--- config.mk ---
export PLATFORM = sky130hd
export DESIGN_NAME = poly_voice_scheduler
export DESIGN_NICKNAME = d
export VERILOG_FILES = /design/src/rtl/synth_pkg.sv /design/src/rtl/voice_mixer.sv /design/src/rtl/poly_voice_scheduler.sv
export SDC_FILE = /design/constraint.sdc
export NUM_CORES = 1
export LEC_CHECK = 0
export CORE_MARGIN = 3
export CORE_UTILIZATION = 40
export DETAILED_ROUTE_END_ITERATION = 8
export GPL_TIMING_DRIVEN = 0
export PLACE_DENSITY_LB_ADDON = 0.05
export SETUP_SLACK_MARGIN = 0.3
export SYNTH_ARGS = -nofsm -noshare
export SYNTH_HDL_FRONTEND = slang
export SYNTH_HIERARCHICAL = 1
export SYNTH_SLANG_ARGS = --single-unit
--- constraint.sdc ---
create_clock -name clk -period 8.5 [get_ports clk]
set_input_delay 0.85 -clock clk [delete_from_list [all_inputs] [get_ports clk]]
set_output_delay 0.85 -clock clk [all_outputs]
set_load 0.03 [all_outputs]
--- src/rtl/synth_pkg.sv ---
// Shared widths, mixer state encoding and the saturation helper for the voice scheduler.
package synth_pkg;

  localparam int unsigned SAMPLE_W = 16;
  localparam int unsigned NOTE_W   = 6;
  localparam int unsigned DUR_W    = 6;
  localparam int unsigned META_W   = 3;

  typedef enum logic [1:0] {
    IDLE  = 2'd0,
    ACCUM = 2'd1,
    OUT   = 2'd2
  } mix_state_t;

  // Clamp a signed value into the range of a w-bit two's complement sample.
  function automatic logic signed [31:0] sat(input logic signed [31:0] x, input int unsigned w);
    logic signed [31:0] hi;
    logic signed [31:0] lo;
    hi = (32'sd1 <<< (w - 1)) - 32'sd1;
    lo = -(32'sd1 <<< (w - 1));
    if (x > hi) begin
      return hi;
    end else if (x < lo) begin
      return lo;
    end
    return x;
  endfunction

endpackage

--- src/rtl/voice_mixer.sv ---
// Sequential mixer: snapshots all voices on a ready strobe, accumulates one voice per
// cycle, then publishes saturated mono/left/right sums with a one-cycle ready pulse.
module voice_mixer #(
  parameter int unsigned NUM_VOICES = 6,
  parameter int unsigned SAMPLE_W   = synth_pkg::SAMPLE_W,
  parameter int unsigned MIX_SHIFT  = 0
) (
  input  logic                           clk,
  input  logic                           reset_n,
  input  logic [NUM_VOICES-1:0]          voice_in_use,
  input  logic [NUM_VOICES-1:0]          voice_sample_ready,
  input  logic [NUM_VOICES*SAMPLE_W-1:0] voice_samples,
  output logic [SAMPLE_W-1:0]            sample_out,
  output logic [SAMPLE_W-1:0]            sample_out_left,
  output logic [SAMPLE_W-1:0]            sample_out_right,
  output logic                           sample_ready,
  output logic                           overrun
);
  import synth_pkg::*;

  localparam int unsigned ACC_W = SAMPLE_W + $clog2(NUM_VOICES);
  localparam int unsigned IDX_W = (NUM_VOICES > 1) ? $clog2(NUM_VOICES) : 1;

  mix_state_t                  state_q, state_d;
  logic [IDX_W-1:0]            idx_q, idx_d;
  logic signed [SAMPLE_W-1:0]  samples_q [NUM_VOICES];
  logic signed [SAMPLE_W-1:0]  samples_d [NUM_VOICES];
  logic [NUM_VOICES-1:0]       in_use_q, in_use_d;
  logic signed [ACC_W-1:0]     acc_q, acc_d, acc_l_q, acc_l_d, acc_r_q, acc_r_d;
  logic [SAMPLE_W-1:0]         mono_q, mono_d, left_q, left_d, right_q, right_d;
  logic                        ready_q, ready_d, overrun_q, overrun_d;
  logic signed [ACC_W-1:0]     cur_ext;
  logic signed [31:0]          mono_wide;

  always_comb begin
    state_d   = state_q;
    idx_d     = idx_q;
    samples_d = samples_q;
    in_use_d  = in_use_q;
    acc_d     = acc_q;
    acc_l_d   = acc_l_q;
    acc_r_d   = acc_r_q;
    mono_d    = mono_q;
    left_d    = left_q;
    right_d   = right_q;
    ready_d   = 1'b0;
    mono_wide = '0;
    cur_ext   = ACC_W'(samples_q[idx_q]);
    overrun_d = overrun_q | ((state_q != IDLE) & (|voice_sample_ready));

    case (state_q)
      IDLE: begin
        if (|voice_sample_ready) begin
          for (int v = 0; v < NUM_VOICES; v++) begin
            samples_d[v] = voice_samples[v*SAMPLE_W +: SAMPLE_W];
          end
          in_use_d = voice_in_use;
          idx_d    = '0;
          acc_d    = '0;
          acc_l_d  = '0;
          acc_r_d  = '0;
          state_d  = ACCUM;
        end
      end
      ACCUM: begin
        if (in_use_q[idx_q]) begin
          acc_d = acc_q + cur_ext;
          if (idx_q[0]) begin
            acc_r_d = acc_r_q + cur_ext;
          end else begin
            acc_l_d = acc_l_q + cur_ext;
          end
        end
        // Results are registered on the way into OUT so they line up with the ready pulse.
        if (idx_q == IDX_W'(NUM_VOICES - 1)) begin
          mono_wide = 32'(acc_d) >>> MIX_SHIFT;
          mono_d    = SAMPLE_W'(sat(mono_wide, SAMPLE_W));
          left_d    = SAMPLE_W'(sat(32'(acc_l_d), SAMPLE_W));
          right_d   = SAMPLE_W'(sat(32'(acc_r_d), SAMPLE_W));
          ready_d   = 1'b1;
          state_d   = OUT;
        end else begin
          idx_d = idx_q + 1'b1;
        end
      end
      OUT: begin
        state_d = IDLE;
      end
      default: begin
        state_d = IDLE;
      end
    endcase
  end

  always_ff @(posedge clk or negedge reset_n) begin
    if (!reset_n) begin
      state_q   <= IDLE;
      idx_q     <= '0;
      in_use_q  <= '0;
      acc_q     <= '0;
      acc_l_q   <= '0;
      acc_r_q   <= '0;
      mono_q    <= '0;
      left_q    <= '0;
      right_q   <= '0;
      ready_q   <= 1'b0;
      overrun_q <= 1'b0;
      for (int v = 0; v < NUM_VOICES; v++) begin
        samples_q[v] <= '0;
      end
    end else begin
      state_q   <= state_d;
      idx_q     <= idx_d;
      in_use_q  <= in_use_d;
      acc_q     <= acc_d;
      acc_l_q   <= acc_l_d;
      acc_r_q   <= acc_r_d;
      mono_q    <= mono_d;
      left_q    <= left_d;
      right_q   <= right_d;
      ready_q   <= ready_d;
      overrun_q <= overrun_d;
      samples_q <= samples_d;
    end
  end

  assign sample_out       = mono_q;
  assign sample_out_left  = left_q;
  assign sample_out_right = right_q;
  assign sample_ready     = ready_q;
  assign overrun          = overrun_q;

endmodule

--- src/rtl/poly_voice_scheduler.sv ---
// Polyphonic voice scheduler: allocates note events to free voices (stealing the oldest
// when enabled), times rest events in beats, and feeds the sequential voice mixer.
module poly_voice_scheduler #(
  parameter int unsigned NUM_VOICES = 6,
  parameter int unsigned SAMPLE_W   = synth_pkg::SAMPLE_W,
  parameter int unsigned NOTE_W     = synth_pkg::NOTE_W,
  parameter int unsigned DUR_W      = synth_pkg::DUR_W,
  parameter int unsigned META_W     = synth_pkg::META_W,
  parameter int unsigned AGE_W      = 4,
  parameter int unsigned STEAL_EN   = 1,
  parameter int unsigned MIX_SHIFT  = 0
) (
  input  logic                           clk,
  input  logic                           reset_n,
  input  logic                           play_enable,
  input  logic                           beat,
  input  logic                           load_count,
  input  logic                           type_signal,
  input  logic [NOTE_W-1:0]              note,
  input  logic [DUR_W-1:0]               duration,
  input  logic [META_W-1:0]              meta,
  input  logic [NUM_VOICES-1:0]          voice_in_use,
  input  logic [NUM_VOICES-1:0]          voice_sample_ready,
  input  logic [NUM_VOICES*SAMPLE_W-1:0] voice_samples,
  output logic [NUM_VOICES-1:0]          load_new,
  output logic [NOTE_W-1:0]              note_q,
  output logic [DUR_W-1:0]               dur_q,
  output logic [META_W-1:0]              meta_q,
  output logic                           advance,
  output logic                           steal,
  output logic                           drop,
  output logic [SAMPLE_W-1:0]            sample_out,
  output logic [SAMPLE_W-1:0]            sample_out_left,
  output logic [SAMPLE_W-1:0]            sample_out_right,
  output logic                           sample_ready,
  output logic                           overrun
);

  localparam int unsigned IDX_W = (NUM_VOICES > 1) ? $clog2(NUM_VOICES) : 1;

  logic                  note_evt, rest_evt;
  logic [NUM_VOICES-1:0] load_q, load_d;
  logic                  steal_q, steal_d, drop_q, drop_d;
  logic [NOTE_W-1:0]     evt_note_q, evt_note_d;
  logic [DUR_W-1:0]      evt_dur_q, evt_dur_d;
  logic [META_W-1:0]     evt_meta_q, evt_meta_d;
  logic [AGE_W-1:0]      age_q [NUM_VOICES];
  logic [AGE_W-1:0]      age_d [NUM_VOICES];
  logic                  free_found;
  logic [IDX_W-1:0]      free_idx, old_idx;
  logic [AGE_W-1:0]      old_age;
  logic [DUR_W-1:0]      rest_tgt_q, rest_tgt_d, rest_cnt_q, rest_cnt_d;
  logic                  rest_act_q, rest_act_d, adv_q, adv_d;

  assign note_evt = load_count & ~type_signal;
  assign rest_evt = load_count & type_signal;

  // Voice allocation and age bookkeeping.
  always_comb begin
    load_d     = '0;
    steal_d    = 1'b0;
    drop_d     = 1'b0;
    evt_note_d = evt_note_q;
    evt_dur_d  = evt_dur_q;
    evt_meta_d = evt_meta_q;
    age_d      = age_q;
    free_found = 1'b0;
    free_idx   = '0;
    old_idx    = '0;
    old_age    = age_q[0];

    for (int v = NUM_VOICES - 1; v >= 0; v--) begin
      if (!voice_in_use[v]) begin
        free_found = 1'b1;
        free_idx   = IDX_W'(v);
      end
    end
    // Strict compare keeps the lowest index on equal ages.
    for (int v = 1; v < NUM_VOICES; v++) begin
      if (age_q[v] > old_age) begin
        old_age = age_q[v];
        old_idx = IDX_W'(v);
      end
    end

    for (int v = 0; v < NUM_VOICES; v++) begin
      if (!voice_in_use[v]) begin
        age_d[v] = '0;
      end
    end

    if (note_evt) begin
      evt_note_d = note;
      evt_dur_d  = duration;
      evt_meta_d = meta;
      if (free_found) begin
        load_d[free_idx] = 1'b1;
      end else if (STEAL_EN != 0) begin
        load_d[old_idx] = 1'b1;
        steal_d         = 1'b1;
      end else begin
        drop_d = 1'b1;
      end
      for (int v = 0; v < NUM_VOICES; v++) begin
        if (load_d[v]) begin
          age_d[v] = '0;
        end else if (voice_in_use[v] && (age_q[v] != {AGE_W{1'b1}})) begin
          age_d[v] = age_q[v] + 1'b1;
        end
      end
    end
  end

  // Rest timer: evaluated on next-state values so a zero target fires the following cycle.
  always_comb begin
    rest_tgt_d = rest_tgt_q;
    rest_cnt_d = rest_cnt_q;
    rest_act_d = rest_act_q;
    adv_d      = 1'b0;
    if (rest_evt) begin
      rest_tgt_d = duration;
      rest_cnt_d = '0;
      rest_act_d = 1'b1;
    end else if (rest_act_q && play_enable && beat) begin
      rest_cnt_d = rest_cnt_q + 1'b1;
    end
    if (rest_act_d && (rest_cnt_d == rest_tgt_d)) begin
      adv_d      = 1'b1;
      rest_act_d = 1'b0;
      rest_cnt_d = '0;
    end
  end

  always_ff @(posedge clk or negedge reset_n) begin
    if (!reset_n) begin
      load_q     <= '0;
      steal_q    <= 1'b0;
      drop_q     <= 1'b0;
      evt_note_q <= '0;
      evt_dur_q  <= '0;
      evt_meta_q <= '0;
      rest_tgt_q <= '0;
      rest_cnt_q <= '0;
      rest_act_q <= 1'b0;
      adv_q      <= 1'b0;
      for (int v = 0; v < NUM_VOICES; v++) begin
        age_q[v] <= '0;
      end
    end else begin
      load_q     <= load_d;
      steal_q    <= steal_d;
      drop_q     <= drop_d;
      evt_note_q <= evt_note_d;
      evt_dur_q  <= evt_dur_d;
      evt_meta_q <= evt_meta_d;
      rest_tgt_q <= rest_tgt_d;
      rest_cnt_q <= rest_cnt_d;
      rest_act_q <= rest_act_d;
      adv_q      <= adv_d;
      age_q      <= age_d;
    end
  end

  assign load_new = load_q;
  assign steal    = steal_q;
  assign drop     = drop_q;
  assign note_q   = evt_note_q;
  assign dur_q    = evt_dur_q;
  assign meta_q   = evt_meta_q;
  assign advance  = adv_q;

  voice_mixer #(
    .NUM_VOICES (NUM_VOICES),
    .SAMPLE_W   (SAMPLE_W),
    .MIX_SHIFT  (MIX_SHIFT)
  ) u_mixer (
    .clk                (clk),
    .reset_n            (reset_n),
    .voice_in_use       (voice_in_use),
    .voice_sample_ready (voice_sample_ready),
    .voice_samples      (voice_samples),
    .sample_out         (sample_out),
    .sample_out_left    (sample_out_left),
    .sample_out_right   (sample_out_right),
    .sample_ready       (sample_ready),
    .overrun            (overrun)
  );

endmodule

After elaboration in Yosys (flattened, before gate mapping):

Cells that the tools add are included.

* output and inout bits: 74
* input bits: 129
* bits in registers: 274
* word-level logic and storage cells: 200

* add/subtract/negate cells: 11
* eq/ne operators: 12
* reduce and logical (&&, ||, !) cells: 20
* order comparisons: 17
* bitwise operators: 6
* muxes and demuxes: 102

Operators by type and width (count)
* two-way mux 16 bit: 11
* two-way mux 19 bit: 9
* one-hot mux 19 bit (2 select lines): 3
* two-way mux 4 bit: 22
* adder 19 x 16 -> 19 bit: 3
* greater-than comparator 19 x 16 -> 1 bit (second input constant): 3
* less-than comparator 19 x 16 -> 1 bit (second input constant): 3
* binary-select mux 16 bit (select 3 bit): 1
* two-way mux 6 bit: 7
* two-way mux 3 bit: 12
* two-way mux 1 bit: 29
* adder 4 x 1 -> 4 bit (second input constant): 6
* two-way mux 24 bit: 1
* != test 4 bit (second input constant): 6
* greater-than comparator 4 bit: 5
* less-than comparator 3 x 4 -> 1 bit (second input constant): 3
* logical AND 1 bit: 11
* AND reduction 2 bit: 4
* adder 6 x 1 -> 6 bit (second input constant): 1
* demux 1 bit (select 3 bit): 2
* equality test 6 bit: 1
* greater-or-equal comparator 3 x 1 -> 1 bit (second input constant): 2
* one-hot mux 3 bit (2 select lines): 1
* OR reduction 6 bit: 1
* 16 further kinds: 21

Longest topological paths before layout:

Gate-level depths: netlist (run 1).

* depth after elaboration: 18
* depth in mapped cells: 39
* mapped depth without buffers: 38

Modules after synthesis:

Netlist (run 1), hierarchy kept.

Modules (own cells, without submodules)
* voice_mixer: instances 1, area each 12365.6 µm², cells each 1402, sequential area each 5355.1 µm²
* poly_voice_scheduler: instances 1, area each 3856.2 µm², cells each 435, sequential area each 1501.4 µm²

Worst setup path after synthesis (run 1):

Ideal clock, no wire load.

* path kind: flip-flop to flip-flop
* from: register age_q[22] in the netlist's numbering
* to: register age_q[7] in the netlist's numbering
* required time: 8377 ps
* buffers on the path: 2
* setup time: 123 ps
* arrival: 8001 ps
* period minus slack after synthesis: 8124 ps
* cell stages (with the launch flop): 37
* path slack: 376 ps
* cells stage by stage: dfrtp_1 inv_1 ha_1 and4_1 buf_4 a21oi_4 mux2_2 ha_1 a2111o_1 o2111ai_1 a21oi_1 a31oi_2 mux2_4 ha_1 nor3_1 o21a_1 a2111o_1 a21oi_1 mux2_4 buf_6 a2bb2oi_1 ha_1 nor2b_1 o21a_1 o21a_1 o21ai_1 nor2_1 a21o_1 ha_1 nor2b_1 o21a_1 o21a_1 o21ai_0 or3b_2 a21o_1 o31a_1 o221a_2

RTL lines
* start: declaration: line poly_voice_scheduler.sv:47 `logic [AGE_W-1:0] age_q [NUM_VOICES];`
* start signal: assignment: line poly_voice_scheduler.sv:160 `age_q <= age_d;`

==> flow_metrics.tcl, run 1 <==
set metrics [dict create \
    syn_area_per_cell_um2 8.83 \
    io_buffers 201 \
    multiInputGateArea_um2 8910 \
    cellLeakagePower_uw 0.00928 \
    finalWirelength_um 49800 \
    ir_drop_uv 157 \
    place_congestion 0.899 \
    power_density_nw_per_um2 438 \
    fin_nets 2308 \
    core_area_um2 39900 \
    ff_latch_area_um2 6860 \
    drc_errors 0 \
    required_ps 8920 \
    placed_cells 2565 \
    max_cap_viol_count 1 \
    synth_common_cells "473 x nand2_1, 274 x dfrtp_1, 119 x nor2_1" \
    max_freq_mhz 128 \
    hold_viol_final 0 \
    cts_root_buffer "clkbuf_16" \
    ant_nets 0 \
    cts-hold-fix-buffers 0 \
    cts-buffers-inserted 34 \
    synth_edf_count 0 \
    fin_cells 2646 \
    vias 14400 \
    design.portCount 203 \
    worst_skew_pair.late_latency_ps 540 \
    ys.flop_type "dfrtp_1" \
    path_class "reg2reg" \
    overflow 0 \
    crit_top_cell "o21a_1" \
    tightestPinTransition_ps 1540 \
    synth_top_area_share_pct 42.3 \
    status "complete, but fails checks" \
    layout-drive-gt1-share_pct 7.97 \
    antenna_found_initial 3 \
    synth_nets 2048 \
    use_met3_pct 4.82 \
    ys_types 90 \
    fillCellCount 3781 \
    vias_per_cell 5.43 \
    min_period_over_period_pct 91.7 \
    wl_per_cell_um 18.8 \
    grt_pass1_wl_um 79900 \
    busiest_layer "met2" \
    setup_tns_ps 0 \
    syn_area_um2 16200 \
    grt_use_met2_pct 37.7 \
    die-area_um2 43000 \
    critPathLaunchType "flop" \
    grt_pass1_vias 14700 \
    use_met1_pct 29.5 \
    synth_warnings 6 \
    yosysSeqAreaShare_pct 42.3 \
    power_uw 8910 \
    drt-initial-drc-count 783 \
    row_count 73 \
    crit_path_max_incr_delay_ps 440 \
    die_y_um 207 \
    die_w_um 207 \
    crit_path_end_kind "flop" \
    grt_max_degree 103 \
    slew_viol_final 4 \
    async_flop_share_pct 100 \
    cts_tree "done" \
    clk_pin_slew_ps 50 \
    grt_usage_pct 22.9 \
    area_delta_synth_final_pct 25.5 \
    synth_area_leader_cell "dfrtp_1" \
    syn_inst 1837 \
    synth_area_leaders "dfrtp_1 42%, nand2_1 11%, ha_1 6.1%" \
    grt_setup_unrepaired "false" \
    critPathMaxFanout 10 \
    slew_headroom_pct -3.59 \
    dr.pass1.iters 5 \
    violations "max-capacitance violations, max-slew violations" \
    period_minus_slack_ps 7790 \
    ys_ff_latch 274 \
    synth_most_common_cell "nand2_1" \
    arrival_ps 8220 \
    initial_core_util_pct 40.6 \
    critPathTopFamily "compound AO/OA/AOI/OAI gates" \
    crit_cells 36 \
    htree_levels 2 \
    worstRegToRegCells 36 \
    critPathSlowestCell "a2111o_1" \
    critical_path_buf_inv_count 3 \
    dp_hpwl_um 36800 \
    max-clock-path-buffers 3 \
    holdCritPathClass "in2async" \
    clock_sinks 274 \
    setup_viol 0 \
    fin_skew_ps 20.0 \
]
-- cell type report --
type | instances | area share (%)
clock buffer | 51 | 5.09
sequential | 274 | 33.7
timing repair buffer | 224 | 11.0
buffer | 96 | 2.08
multi-input combinational | 1432 | 43.8
clock inverter | 8 | 0.492
antenna | 1 | 0.0123
inverter | 35 | 0.645
tap | 525 | 3.23
-- worst reg2reg max path, delay by kind of cell, from the launching register on --
kind / cells / cell delay [ps]
buf+inv: 3 / 360
fa+ha+maj: 5 / 1310
compound gates: 19 / 3740
flops: 1 / 430
mux: 3 / 880
simple gates: 6 / 970
-- stage by stage --
step / setup slack, ps / hold WS, ps / cell area [um2] / utilization, %
3_5_place_dp: -707 / 458 / 19000 / 47.5
2_1_floorplan: 376 / 440 / 16200 / -
3_3_place_gp: -5840 / 455 / 18900 / 47.3
4_1_cts: 327 / 363 / 20200 / 50.5
5_1_grt: 341 / 370 / 20400 / 51.0
6_report: 706 / 327 / 20400 / 51.0
-- per-layer routing --
layer  vias up  wire length, um
met3        89             2630
met1      6948            21900
met5         -               42
met4         6             2050
met2       314            23200
li1       7004                -
-- flip-flops by register name (all words and copies together) (netlist names), 2 cells and up --
name                      cells
age_q                        24
dur_q                         6
load_new                      6
meta_q                        3
note_q                        6
rest_cnt_q                    6
rest_tgt_q                    6
u_mixer/acc_l_q              19
u_mixer/acc_q                19
u_mixer/acc_r_q              19
u_mixer/idx_q                 3
u_mixer/in_use_q              6
u_mixer/sample_out           16
u_mixer/sample_out_left      16
u_mixer/sample_out_right     16
u_mixer/samples_q            96
u_mixer/state_q               2
-- cells by family (layout without fill, tap and decap cells) --
kind of cell / after synthesis / count (layout) / synth area share [%]
xor gates and xnor gates: 47 / 47 / 2.54
and+or+nand+nor: 821 / 821 / 22.1
muxes: 67 / 67 / 5.67
buffers and inverters: 131 / 414 / 3.40
adders and majority gates: 82 / 82 / 6.46
other: 1 / 2 / 0.0231
DFF: 274 / 274 / 42.3
AOI/OAI and AO/OA: 414 / 414 / 17.5
-- power breakdown --
part | internal [uW] | switching, uW | total (uW)
clock | 902 | 577 | 1480
sequential | 1810 | 309 | 2120
combinational | 2050 | 3260 | 5320
-- path summary, 6_finish.rpt --
kind / from / endpoint / slack (ps)
worst min-delay path: reset_n / u_mixer/sample_ready / 330
worst max register to register: age_q[22] / age_q[7] / 710
worst max-delay path: age_q[22] / age_q[7] / 710
max in group asynchronous: reset_n / u_mixer/sample_out[7] / 7160
min in group clk: u_mixer/samples_q[15] / u_mixer/samples_q[15] / 470
worst min register to register: u_mixer/samples_q[15] / u_mixer/samples_q[15] / 470
-- repair_timing --
action | 4_1_cts | 5_1_grt
resized for setup | 10 | 14
endpoints found under the setup margin | 30 | 27
pin swaps | 2 | 4
buffers inserted | 4 | 17
-- placed cells by master (no fill, tap or decap), types with 32 or more instances in the layout --
| cell type | instances |
|---|---|
| inv_1 | 32 |
| nand3_1 | 89 |
| dfrtp_1 | 270 |
| ha_1 | 76 |
| clkbuf_16 | 35 |
| nand2_1 | 473 |
| clkbuf_1 | 72 |
| a21oi_1 | 80 |
| o22a_1 | 46 |
| o21ai_0 | 112 |
| clkdlybuf4s50_1 | 200 |
| nor2_1 | 119 |
| mux2i_1 | 42 |
Note: power is estimated with default switching activity, not from simulation.
==> run 2, diff against run 1 <==
--- a/config.mk
+++ b/config.mk
@@ -6,7 +6,7 @@
 export NUM_CORES = 1
 export LEC_CHECK = 0
 export CORE_MARGIN = 3
-export CORE_UTILIZATION = 40
+export CORE_UTILIZATION = 51
 export DETAILED_ROUTE_END_ITERATION = 8
 export GPL_TIMING_DRIVEN = 0
 export PLACE_DENSITY_LB_ADDON = 0.05
==> flow_metrics.tcl, run 2 (synthesis gave the netlist of run 1 again) <==
set metrics [dict create \
    ir_drop_uv 272 \
    crit_path_end_kind "flop" \
    pre_cts_ws_ps -589 \
    area_delta_synth_final_pct 24.5 \
    top_register "u_mixer/samples_q" \
    holdCritPathClass "in2async" \
    io_buffers 201 \
    fin_nets 2309 \
    cts-hold-fix-buffers 0 \
    required_ps 8990 \
    hold_viol_final 0 \
    worst_skew_pair.late_latency_ps 600 \
    post-route-util_pct 65.2 \
    cts_tree "done" \
    core_area_um2 31000 \
    die-area_um2 34000 \
    vias 14800 \
    die_w_um 184 \
    largest_reg_flops 96 \
    finalWirelength_um 47500 \
    critPathLaunchType "flop" \
    vias_per_cell 5.86 \
    setup_viol 0 \
    cts-buffers-inserted 30 \
    fillCellCount 2628 \
    die_y_um 184 \
    drt-initial-drc-count 1126 \
    antenna_found_initial 4 \
    period_minus_slack_ps 7890 \
    critPathMaxFanout 10 \
    max_cap_viol_count 0 \
    grt_usage_pct 27.5 \
    overflow 0 \
    top_regs "u_mixer/samples_q (96), age_q (24)" \
    critPathSlowestCell "dfrtp_1" \
    status "complete, no violations" \
    initial_core_util_pct 52.3 \
    critPathTopFamily "compound AO/OA/AOI/OAI gates" \
    fin_skew_ps 39.8 \
    min_period_over_period_pct 92.8 \
    arrival_ps 8380 \
    ant_nets 0 \
    dp_hpwl_um 34400 \
    clock_sinks 274 \
    dr.pass1.iters 5 \
    max-clock-path-buffers 3 \
    row_count 64 \
    max_freq_mhz 127 \
    clk_pin_slew_ps 60 \
    cellLeakagePower_uw 0.00926 \
    n_antenna_cell 0 \
    final_cell_mix "473 x nand2_1, 270 x dfrtp_1, 200 x clkdlybuf4s50_1, 119 x nor2_1, 114 x o21ai_0" \
    tightestPinTransition_ps 1390 \
    layout_setup_ws_ps 608 \
    slew_viol_final 0 \
    setup_tns_ps 0 \
    grt_pass1_vias 14500 \
    cts_root_buffer "clkbuf_16" \
    grt_pass1_wl_um 75700 \
    final_common_cell "nand2_1" \
    path_class "reg2reg" \
    grt_setup_unrepaired "false" \
    place_congestion 0.908 \
    wl_per_cell_um 18.9 \
    grt_max_degree 123 \
    power_density_nw_per_um2 436 \
    layout-drive-gt1-share_pct 8.44 \
    critical_path_buf_inv_count 3 \
    crit_path_max_incr_delay_ps 410 \
    crit_top_cell "o21a_1" \
    htree_levels 1 \
    slew_headroom_pct 6.09 \
    design.portCount 203 \
    drc_errors 0 \
]
run 2: cell count changes in the layout (fill, tap and decap cells not counted), sizes merged:
cell      previous run  this run
buf                 54        59
bufinv               2         4
clkbuf             117       103
clkinv               4        10
clkinvlp             1         3
diode                1         0
run 2: where the power goes:
| group | internal, uW | switching [uW] | leakage, uW |
|---|---|---|---|
| Combinational | 2060 | 3240 | 0.00535 |
| Sequential | 1810 | 307 | 0.00340 |
| Clock | 808 | 570 | 0.000511 |
| Total | 4680 | 4120 | 0.00926 |
run 2: worst paths after layout:
| path | startpoint | end | slack, ps | cells past startpoint |
|---|---|---|---|---|
| hold / removal | reset_n | u_mixer/sample_out_right[8] | 250 | 1 |
| setup reg to reg | age_q[16] | age_q[7] | 610 | 36 |
| min in group clk | u_mixer/samples_q[72] | u_mixer/samples_q[72] | 480 | 2 |
| max in group asynchronous | reset_n | age_q[18] | 7210 | 2 |
| hold reg to reg | u_mixer/samples_q[72] | u_mixer/samples_q[72] | 480 | 2 |
| setup / recovery | age_q[16] | age_q[7] | 610 | 36 |
run 2: cell type report:
type,count,area (um2),area share [%]
sequential,274,6860,34.0
inverter,35,131,0.651
tap,396,495,2.45
clock buffer,37,817,4.05
buffer,96,420,2.08
clock inverter,18,234,1.16
multi-input combinational,1432,8970,44.4
timing repair buffer,229,2270,11.2
run 2: timing repair:
action | in CTS | in global routing
gates resized for setup | 12 | 18
setup endpoints to repair | 30 | 25
cloned | 0 | 0
pin swaps | 1 | 8
setup buffers | 4 | 22
run 2: through the flow:
stage | cells | hold WS, ps | power [uW] | instance area (um2)
floorplan | 1837 | 440 | 5790 | 16200
global placement | 2434 | 453 | 7180 | 18700
detailed placement | 2436 | 460 | 7310 | 18800
CTS | 2495 | 257 | 8750 | 19900
global route | 2517 | 279 | 9480 | 20200
finish | 2517 | 247 | 8800 | 20200
run 2: routing by layer:
layer  global-route usage, %  wire length (um)  vias up
met1                    35.8             19800     7171
met5                       0                46        -
met4                    9.10              1620        8
met2                    47.3             23100      474
li1                        -                 -     7012
met3                    4.22              2950       89
==> run 3, diff against run 2 <==
--- a/config.mk
+++ b/config.mk
@@ -10,7 +10,7 @@
 export DETAILED_ROUTE_END_ITERATION = 8
 export GPL_TIMING_DRIVEN = 0
 export PLACE_DENSITY_LB_ADDON = 0.05
-export SETUP_SLACK_MARGIN = 0.3
+export SETUP_SLACK_MARGIN = 0.4
 export SYNTH_ARGS = -nofsm -noshare
 export SYNTH_HDL_FRONTEND = slang
 export SYNTH_HIERARCHICAL = 1
==> flow_metrics.tcl, run 3 (synthesis gave the netlist of run 1 again) <==
set metrics [dict create \
    critPathSlowestCell "dfrtp_2" \
    row_count 64 \
    clock_sinks 274 \
    power_density_nw_per_um2 439 \
    finalWirelength_um 46700 \
    grt_usage_pct 27.3 \
    crit_path_end_kind "flop" \
    initial_core_util_pct 52.3 \
    period_minus_slack_ps 7750 \
    drt-initial-drc-count 1045 \
    status "complete, but fails checks" \
    slew_headroom_pct -4.51 \
    drc_errors 0 \
    cts-buffers-inserted 31 \
    top_register "u_mixer/samples_q" \
    critPathMaxFanout 10 \
    die_y_um 184 \
    vias_per_cell 5.82 \
    power_switching_uw 4110 \
    dr.pass1.iters 5 \
    die_w_um 184 \
    grt_pass1_vias 14500 \
    path_class "reg2reg" \
    max_cap_viol_count 2 \
    setup_viol 0 \
    slew_viol_final 8 \
    die-area_um2 34000 \
    rrSetupSlack_ps 750 \
    grt_setup_unrepaired "false" \
    top_regs "u_mixer/samples_q (96), age_q (24)" \
    antenna_found_initial 1 \
    final_cell_mix "473 x nand2_1, 270 x dfrtp_1, 200 x clkdlybuf4s50_1, 119 x nor2_1, 113 x o21ai_0" \
    io_buffers 201 \
    worst_skew_pair.late_latency_ps 580 \
    tightestPinTransition_ps 1550 \
    final_common_cell "nand2_1" \
    ant_nets 0 \
    cts_root_buffer "clkbuf_16" \
    hold_viol_final 0 \
    cts_tree "done" \
    critPathLaunchType "flop" \
    largest_reg_flops 96 \
    finalInstanceArea_um2 20100 \
    ir_drop_uv 264 \
    crit_top_cell "o21a_1" \
    required_ps 8960 \
    ff_latch_area_um2 6860 \
    violations "max-capacitance violations, max-slew violations" \
    arrival_ps 8210 \
    max_freq_mhz 129 \
    place_congestion 0.931 \
    p_sw_share_pct 46.6 \
    cellLeakagePower_uw 0.00924 \
    p_comb_share_pct 60.2 \
    crit_path_max_incr_delay_ps 420 \
    vias 14600 \
    setup_tns_ps 0 \
    p_int_uw 4710 \
    fin_skew_ps 9.83 \
    max-clock-path-buffers 3 \
    post-route-util_pct 64.9 \
    grt_max_degree 114 \
    min_period_over_period_pct 91.2 \
    htree_levels 1 \
    fin_nets 2305 \
    layout_setup_ws_ps 752 \
    overflow 0 \
    wl_per_cell_um 18.6 \
    clkPwrFrac_pct 15.8 \
    seqPwrFrac_pct 24.0 \
    layout-drive-gt1-share_pct 7.90 \
    holdCritPathClass "in2async" \
    area_delta_synth_final_pct 24.0 \
    placed_cell_area_um2 18800 \
    cts-hold-fix-buffers 0 \
    power_uw 8820 \
    multiInputGateArea_um2 8920 \
    core_area_um2 31000 \
    fillCellCount 2686 \
    pre_cts_ws_ps -478 \
    dp_hpwl_um 33900 \
    design.portCount 203 \
    clk_pin_slew_ps 60 \
    grt_pass1_wl_um 75200 \
]
==> run 3: repair_timing <==
action | in CTS | in global routing
setup endpoints to repair | 30 | 27
pin swaps | 2 | 7
endpoints found under the hold margin | 0 | 0
gates resized for setup | 14 | 8
buffers inserted | 11 | 10
gates cloned | 0 | 0
==> run 3: final cells by class <==
type                            count  share of cell area (%)
Antenna cell                        1                  0.0124
Buffer                             96                    2.09
Clock buffer                       39                    4.26
Clock inverter                     15                   0.983
Inverter                           35                   0.653
Multi-Input combinational cell   1432                    44.3
Sequential cell                   274                    34.1
Tap cell                          396                    2.46
Timing Repair Buffer              224                    11.1
==> run 3: final timing paths <==
check / startpoint / to / depth (start not counted)
worst min-delay path: reset_n / u_mixer/sample_out_right[11] / 1
min in group clk: u_mixer/samples_q[52] / u_mixer/samples_q[52] / 2
worst min register to register: u_mixer/samples_q[52] / u_mixer/samples_q[52] / 2
worst max register to register: age_q[22] / age_q[7] / 36
worst max-delay path: age_q[22] / age_q[7] / 36
max in group asynchronous: reset_n / age_q[18] / 2
==> run 3: metrics by stage <==
| stage | instances | hold WS, ps |
|---|---|---|
| after floorplan | 1837 | 440 |
| after global placement | 2434 | 454 |
| after detailed placement | 2436 | 459 |
| after CTS | 2501 | 275 |
| after global routing | 2512 | 307 |
| final | 2512 | 255 |
==> run 3: power by group through the flow <==
stage / clock network [uW] / registers [uW] / logic, uW
6_report: 1390 / 2120 / 5310
5_1_grt: 1470 / 2180 / 5860
4_1_cts: 1420 / 2110 / 5230
3_5_place_dp: 0 / 2130 / 5170
3_3_place_gp: 0 / 2120 / 5070
2_1_floorplan: 0 / 2300 / 3490
==> run 3: critical path: cells and delay by family (launching register included) <==
family / cells / cell delay (ps)
multiplexers: 3 / 880
flip-flops: 1 / 420
buffers and inverters: 3 / 390
adder cells (fa/ha/maj): 5 / 1270
AND/OR/NAND/NOR: 6 / 950
AO/OA/AOI/OAI: 19 / 3740
==> run 3: per-layer routing <==
metal	GRT usage, %	up-vias	wire (um)
met5	0	-	0
met4	10.6	0	1970
met3	3.73	90	2350
met2	45.0	417	22000
met1	36.9	7105	20400
li1	-	7007	-
